[src/rtl/seq_mult_arbiter_if.sv]
// Request, response and multiplier-core signals of the shared multiplier arbiter.
// The slave modport is the arbiter's view. The master modport is the view of the
// requesters, the response consumer and the core.
interface seq_mult_arbiter_if #(
  parameter int N    = 32,
  parameter int NREQ = 4
);
  localparam int IDW = $clog2(NREQ);

  logic [NREQ-1:0]   req_valid;
  logic [NREQ-1:0]   req_ready;
  logic [NREQ*N-1:0] req_a;
  logic [NREQ*N-1:0] req_b;

  logic              resp_valid;
  logic              resp_ready;
  logic [IDW-1:0]    resp_id;
  logic [2*N-1:0]    resp_product;

  logic              mult_start;
  logic [N-1:0]      mult_a;
  logic [N-1:0]      mult_b;
  logic              mult_done;
  logic [2*N-1:0]    mult_product;

  logic              err_timeout;

  modport slave (
    input  req_valid, req_a, req_b, resp_ready, mult_done, mult_product,
    output req_ready, resp_valid, resp_id, resp_product,
           mult_start, mult_a, mult_b, err_timeout
  );

  modport master (
    output req_valid, req_a, req_b, resp_ready, mult_done, mult_product,
    input  req_ready, resp_valid, resp_id, resp_product,
           mult_start, mult_a, mult_b, err_timeout
  );
endinterface

[src/rtl/seq_mult_arbiter.sv]
// Round-robin arbiter that shares one sequential multiplier core among NREQ requesters.
// It also runs a sticky watchdog that flags a core that never raises done.
module seq_mult_arbiter #(
  parameter int N       = 32,
  parameter int NREQ    = 4,
  parameter int TIMEOUT = 64
) (
  input logic                clk,
  input logic                reset,
  seq_mult_arbiter_if.slave  bus
);
  localparam int IDW  = $clog2(NREQ);
  localparam int CNTW = $clog2(TIMEOUT + 1);

  typedef enum logic [1:0] {IDLE, ISSUE, WAIT, RESP} arbState;

  arbState        state, stateNext;
  logic [IDW-1:0] ptr;
  logic [IDW-1:0] grantIdx, candIdx;
  logic           grantFound;
  logic [N-1:0]   grantA, grantB;
  logic [N-1:0]   opA, opB;
  logic [IDW-1:0] respId;
  logic [2*N-1:0] respProduct;
  logic           errTimeout;
  logic [CNTW-1:0] wdCnt;
  logic           timeoutHit;

  // Scan starts just past the last winner, so the last winner ranks lowest.
  always_comb begin
    grantFound = 1'b0;
    grantIdx   = '0;
    candIdx    = '0;
    for (int unsigned k = 1; k <= NREQ; k++) begin
      candIdx = IDW'((32'(ptr) + k) % 32'(NREQ));
      if (!grantFound && bus.req_valid[candIdx]) begin
        grantFound = 1'b1;
        grantIdx   = candIdx;
      end
    end
  end

  always_comb begin
    grantA = '0;
    grantB = '0;
    for (int unsigned i = 0; i < NREQ; i++) begin
      if (grantIdx == IDW'(i)) begin
        grantA = bus.req_a[i*N +: N];
        grantB = bus.req_b[i*N +: N];
      end
    end
  end

  assign timeoutHit = (wdCnt == CNTW'(TIMEOUT - 1));

  always_ff @(posedge clk) begin
    if (reset) state <= IDLE;
    else       state <= stateNext;
  end

  always_comb begin
    stateNext      = state;
    bus.req_ready  = '0;
    bus.mult_start = 1'b0;
    bus.resp_valid = 1'b0;
    case (state)
      IDLE: begin
        if (grantFound) begin
          bus.req_ready[grantIdx] = 1'b1;
          stateNext = ISSUE;
        end
      end
      ISSUE: begin
        bus.mult_start = 1'b1;
        stateNext      = WAIT;
      end
      WAIT: begin
        if (bus.mult_done || timeoutHit) stateNext = RESP;
      end
      RESP: begin
        bus.resp_valid = 1'b1;
        if (bus.resp_ready) stateNext = IDLE;
      end
      default: stateNext = IDLE;
    endcase
    // While reset is asserted, every handshake output reads 0.
    if (reset) begin
      bus.req_ready  = '0;
      bus.mult_start = 1'b0;
      bus.resp_valid = 1'b0;
    end
  end

  always_ff @(posedge clk) begin
    if (reset) begin
      ptr         <= IDW'(NREQ - 1);
      opA         <= '0;
      opB         <= '0;
      respId      <= '0;
      respProduct <= '0;
      errTimeout  <= 1'b0;
      wdCnt       <= '0;
    end else begin
      case (state)
        IDLE: begin
          wdCnt <= '0;
          if (grantFound) begin
            ptr    <= grantIdx;
            respId <= grantIdx;
            opA    <= grantA;
            opB    <= grantB;
          end
        end
        WAIT: begin
          // A done that arrives in the timeout cycle wins, and the flag is left alone.
          if (bus.mult_done) begin
            respProduct <= bus.mult_product;
            wdCnt       <= '0;
          end else if (timeoutHit) begin
            errTimeout  <= 1'b1;
            respProduct <= '0;
            wdCnt       <= '0;
          end else begin
            wdCnt <= wdCnt + 1'b1;
          end
        end
        default: ;
      endcase
    end
  end

  assign bus.mult_a       = opA;
  assign bus.mult_b       = opB;
  assign bus.resp_id      = respId;
  assign bus.resp_product = respProduct;
  assign bus.err_timeout  = errTimeout;
endmodule

[src/flat_wrapper.sv]
// flat-port wrapper written by rule: the top's interface ports become plain ports
module seq_mult_arbiter_flat 
#(
  parameter int N       = 32,
  parameter int NREQ    = 4,
  parameter int TIMEOUT = 64
)
  (clk, reset, bus_req_valid, bus_req_a, bus_req_b, bus_resp_ready, bus_mult_done, bus_mult_product, bus_req_ready, bus_resp_valid, bus_resp_id, bus_resp_product, bus_mult_start, bus_mult_a, bus_mult_b, bus_err_timeout);
  seq_mult_arbiter_if #(.N(N), .NREQ(NREQ)) bus_i ();
  input logic clk;
  input logic reset;
  input wire logic [$bits(bus_i.req_valid)-1:0] bus_req_valid;
  input wire logic [$bits(bus_i.req_a)-1:0] bus_req_a;
  input wire logic [$bits(bus_i.req_b)-1:0] bus_req_b;
  input wire logic [$bits(bus_i.resp_ready)-1:0] bus_resp_ready;
  input wire logic [$bits(bus_i.mult_done)-1:0] bus_mult_done;
  input wire logic [$bits(bus_i.mult_product)-1:0] bus_mult_product;
  output wire logic [$bits(bus_i.req_ready)-1:0] bus_req_ready;
  output wire logic [$bits(bus_i.resp_valid)-1:0] bus_resp_valid;
  output wire logic [$bits(bus_i.resp_id)-1:0] bus_resp_id;
  output wire logic [$bits(bus_i.resp_product)-1:0] bus_resp_product;
  output wire logic [$bits(bus_i.mult_start)-1:0] bus_mult_start;
  output wire logic [$bits(bus_i.mult_a)-1:0] bus_mult_a;
  output wire logic [$bits(bus_i.mult_b)-1:0] bus_mult_b;
  output wire logic [$bits(bus_i.err_timeout)-1:0] bus_err_timeout;
  assign bus_i.req_valid = bus_req_valid;
  assign bus_i.req_a = bus_req_a;
  assign bus_i.req_b = bus_req_b;
  assign bus_i.resp_ready = bus_resp_ready;
  assign bus_i.mult_done = bus_mult_done;
  assign bus_i.mult_product = bus_mult_product;
  assign bus_req_ready = bus_i.req_ready;
  assign bus_resp_valid = bus_i.resp_valid;
  assign bus_resp_id = bus_i.resp_id;
  assign bus_resp_product = bus_i.resp_product;
  assign bus_mult_start = bus_i.mult_start;
  assign bus_mult_a = bus_i.mult_a;
  assign bus_mult_b = bus_i.mult_b;
  assign bus_err_timeout = bus_i.err_timeout;
  seq_mult_arbiter #(.N(N), .NREQ(NREQ), .TIMEOUT(TIMEOUT)) u_core (.clk(clk), .reset(reset), .bus(bus_i));
endmodule
[config.mk]
export PLATFORM = sky130hd
export DESIGN_NAME = seq_mult_arbiter_flat
export DESIGN_NICKNAME = d
export VERILOG_FILES = /design/src/rtl/seq_mult_arbiter_if.sv /design/src/rtl/seq_mult_arbiter.sv /design/src/flat_wrapper.sv
export SDC_FILE = /design/constraint.sdc
export NUM_CORES = 1
export LEC_CHECK = 0
export CORE_AREA = 4 4 180 182
export CTS_CLUSTER_SIZE = 20
export DETAILED_ROUTE_END_ITERATION = 7
export DIE_AREA = 0 0 184 186
export GPL_ROUTABILITY_DRIVEN = 0
export SYNTH_ARGS = -nofsm -noshare
export SYNTH_HDL_FRONTEND = slang
export SYNTH_SLANG_ARGS = --single-unit
[constraint.sdc]
create_clock -name clk -period 2.3 [get_ports clk]
set_clock_uncertainty 0.15 [all_clocks]
set_input_delay 0.46 -clock clk [delete_from_list [all_inputs] [get_ports clk]]
set_output_delay 0.46 -clock clk [all_outputs]
set_load 0.05 [all_outputs]
-- Word-level counts from Yosys, hierarchy flattened
Index checks and enable logic that the tools add are counted.
Widths: inputs -> output; s select.
- mux-type cells: 42
- bitwise logic cells: 1
- equal/unequal tests: 10
- order comparisons: 6
- add/subtract/negate cells: 5
- reductions and logical operators: 16
- operators with widths (operator ; number):
    $mux 32 ; 8
    $mux 64 ; 2
    $lt 2x3->1 const B ; 5
    $mux 2 ; 7
    $mux 7 ; 2
    $pmux 7 s2 ; 1
    $mux 1 ; 13
    $mux 4 ; 3
    $bmux 1 s2 ; 4
    $eq 2x2->1 const B ; 4
    $pmux 2 s4 ; 1
    $add 7x1->7 const B ; 1
    $eq 7x6->1 const B ; 1
    $reduce_and 3->1 ; 2
    $add 2x1->2 const B ; 2
    $add 2x2->2 const B ; 2
    $eq 2x1->1 const B ; 2
    $logic_and 1x1->1 ; 4
    $logic_not 2->1 ; 2
    $ne 2x1->1 const B ; 2
    $reduce_and 2->1 ; 2
    $reduce_bool 2->1 ; 2
    $logic_not 1->1 ; 3
    $demux 1 s2 ; 1
    4 further kinds ; 4
- output and inout bits: 137
- bits in registers: 142
- logic and storage cells: 88
- input bits: 328

-- Longest topological paths before layout
- word-level depth: 20
- mapped depth: 8
- mapped depth without buffers: 6

-- Least setup slack after synthesis
Ideal clock, no wire load.
- path type: register to output
- start point: register u_core.state[1]
- end point: output port bus_req_ready[0]
- setup slack: -0.493 ns
- buffers on the path: 1
- required time: 1.690 ns
- arrival: 2.183 ns
- stages on the path, launching flop included: 8
- cells stage by stage: dfxtp_1 inv_1 ha_1 o41a_2 nand2_1 or4_4 clkbuf_1 nor2_1
- longest elaborated chain between the ends: 3
- ends and longest elaborated chain (what ; line ; source):
    start, declared ; seq_mult_arbiter.sv:17 ; arbState state, stateNext;
    start signal, assigned ; seq_mult_arbiter.sv:58 ; else state <= stateNext;
    $logic_not 2->1 ; seq_mult_arbiter.sv:66 ; case (state)
    $mux 4 ; seq_mult_arbiter.sv:66 ;
    $mux 4 ; seq_mult_arbiter.sv:87 ; if (reset) begin
    end, declared ; flat_wrapper.sv:18 ; output wire logic [$bits(bus_i.req_ready)-1:0] bus_req_ready;
No other way between the ends.

-- Worst setup path in the final report
Same ends and word-level chain as after synthesis.

==> impl_metrics.toml <==
[logic_synthesis]
yosysWarnings = 0
syn-cell-area_um2 = 6640
synth-seq-cells = 142
yosys.area.top_type = "dfxtp_1"
async_flop_share_pct = 0
synth.distinct_cells = 45
ys_seq_area_share_pct = 42.8
yosysTopAreaCellShare_pct = 42.8
avgSynthCellArea_um2 = 11.0
synth_area_leaders = "dfxtp_1 (43%), mux2i_1 (19%), o221ai_2 (9.0%)"
synth_ff_type = "dfxtp_1"
syn_nets = 936
synth_cells = 603
synth-edff-count = 0

[clocking]
clock_path_buffers = 2
clk-insertion-delay-late_ps = 420
cts_hold_buf = 0
cts_sinks = 142
clock-root-buffer = "clkbuf_16"
cts_buffers = 17
cts_tree = "done"
path_clk_slew_ps = 60
h-tree-depth = 4

[route]
postRouteAntennaNets = 0
wirelength_um = 29200
via_per_inst = 4.54
drt_pass1_iterations = 4
num_vias = 6823
drt_iter0_markers = 253
wire_per_inst_um = 19.4
drc = 0

[worst_setup_path]
slowest_delay_ps = 470
cp_slowest_cell = "or4_4"
path_class = "flip-flop to primary output"
arrival_ps = 1910
crit_path_cell_trace = "inv_2 > ha_4 > o41a_4 > nand2_2 > or4_4 > nor2_4 > buf_12"
crit_fanout = 4
crit_family = "simple AND/OR/NAND/NOR gates"
worstSetupStartpointType = "flip-flop"
cp_data_required_time_ps = 1690
end_kind = "primary output"
path_buf_inv = 2

[timing]
worst_slew_pin_slew_ps = 562
rsz0062_at_grt = "yes"
slew_violations = 0
slew_headroom_pct = 62.4
setup_viol = 2
finalCriticalPeriod_ps = 2520
fin_ws_ps = -215
hold_viol_final = 0
fmax_mhz = 398
fin_crit_sh_pct = 109

[cells_and_area]
drive_above_1_share_pct = 15.6
nFillCells = 2983
fin_nets = 1428
syn_to_final_growth_pct = 92.3
diodes = 0
design_area_um2 = 12800

[grt]
overflow = 0
grtUsageTotal_pct = 15.8
antenna_found_initial = 0
grt_max_degree = 64
grt_pass1_wl_um = 41800
grt_pass1_vias = 7258

[floorplan]
core_area_um2 = 30600
io_pins = 465
rows = 64
dieWidth_um = 184
dieHeight_um = 186
start_util_pct = 21.7
die_area_um2 = 34200

[pwr]
p_leak_nw = 4.93
power.density_nw_per_um2 = 1100
ir_worst_vdd_v = 0.000461
finalPower_mw = 14.1

[run_status]
status = "finished with violations"
violations = "setup timing"

[placement]
io_buffer_count = 464
placed_area_um2 = 12100
dp_hpwl_um = 22700

[worst_hold_path]
hp-class = "flip-flop to flip-flop"

[job]
drv_cap = 0
[placed cells by master, fill, tap and decap left out, drive strengths merged, types with 3 or more instances in the layout]
| cell type | count |
|---|---|
| a31oi | 3 |
| dfxtp | 142 |
| nor2 | 18 |
| o21ai | 4 |
| nand2 | 69 |
| nor3 | 4 |
| clkdlybuf4s50 | 446 |
| o221ai | 64 |
| nand3 | 3 |
| clkbuf | 20 |
| a22o | 63 |
| clkinv | 3 |
| buf | 73 |
| mux2i | 128 |
| inv | 11 |
| nand2b | 6 |
| ha | 5 |
| a21oi | 10 |
| nor2b | 3 |
| and3 | 3 |
[worst paths after layout]
check | from | to | slack [ps] | cells past startpoint
worst max-delay path | u_core.state[1] | bus_req_ready[0] | -220 | 7
worst min-delay path | u_core.bus.mult_a[26] | u_core.bus.mult_a[26] | 310 | 2
worst max register to register | u_core.ptr[1] | u_core.bus.mult_a[29] | 140 | 8
worst min register to register | u_core.bus.mult_a[26] | u_core.bus.mult_a[26] | 310 | 2
[sequential cells by signal, summed over array words and instances, names as in the netlist]
| name | cells |
|---|---|
| u_core.bus.err_timeout | 1 |
| u_core.bus.mult_a | 32 |
| u_core.bus.mult_b | 32 |
| u_core.bus.resp_id | 2 |
| u_core.bus.resp_product | 64 |
| u_core.ptr | 2 |
| u_core.state | 2 |
| u_core.wdCnt | 7 |
[cells in the mapped netlist (all sizes together) (2+ instances only)]
library cell,n
o221ai,64
a311oi,2
inv,5
nor2b,3
nor3,4
nand2b,6
clkbuf,25
nor3b,2
nand3b,2
buf,25
and3,3
nand3,3
mux2i,128
ha,5
o211a,2
o21ai,4
a22o,63
nand2,69
dfxtp,142
a21oi,10
a31oi,3
nor2,18
[worst register-to-register path, cell delays in order (launching register included)]
cell and delay, ps:
dfxtp_2 370, nor3b_1 70, buf_4 140, a311oi_4 280, buf_12 160, buf_4 240, buf_4 240, mux2i_1 280
o221ai_2 110
[layout make-up]
cell class	count	area (um2)	share of cell area [%]
timing repair buffer	523	5240	41.1
multi-input combinational	406	3570	27.9
sequential	142	2850	22.3
tap	396	495	3.88
clock buffer	19	443	3.47
clock inverter	13	153	1.20
inverter	5	18.8	0.147
[metal layers]
| metal | global-route usage [%] | wire (um) | vias to the layer above |
|---|---|---|---|
| met5 | 0 | 0 | - |
| met4 | 4.47 | 481 | 0 |
| met3 | 6.20 | 3030 | 25 |
| met2 | 27.4 | 14100 | 320 |
| met1 | 18.0 | 11500 | 3168 |
| li1 | - | - | 3310 |
[where the power goes]
part / switching (mW) / internal, mW / total [mW] / leakage, nW
logic: 4.46 / 3.17 / 7.64 / 3.48
registers: 0.385 / 3.13 / 3.51 / 1.16
clock network: 1.25 / 1.66 / 2.91 / 0.287
total: 6.10 / 7.95 / 14.1 / 4.93
[through the flow]
step	utilization [%]	TNS, ps	setup slack, ps	std cells	hold slack [ps]
after detailed placement	39.4	-31420	-544	1463	299
final	41.7	-408	-215	1504	315
after floorplan	-	-242	-121	603	290
after CTS	41.7	-573	-246	1503	319
after global routing	41.7	-666	-282	1504	334
after global placement	39.4	-29310	-515	1463	293
[cell families (layout without fill, tap and decap cells)]
family                     Yosys count  in the layout  share of synthesized area (%)
xor gates and xnor gates             1              1                          0.132
buffers and inverters               55            560                           5.13
AOI/OAI and AO/OA                  159            159                           24.2
muxes                              128            128                           19.3
adders and majority gates            5              5                          0.942
DFF                                142            142                           42.8
and+or+nand+nor                    113            113                           7.50
[repair_timing]
item | in CTS | in global routing
resized for setup | 28 | 10
pin swaps | 4 | 2
hold endpoints to repair | 0 | 0
setup endpoints to repair | 37 | 8
buffers inserted | 8 | 2
Note: power is estimated with default switching activity, not from simulation.
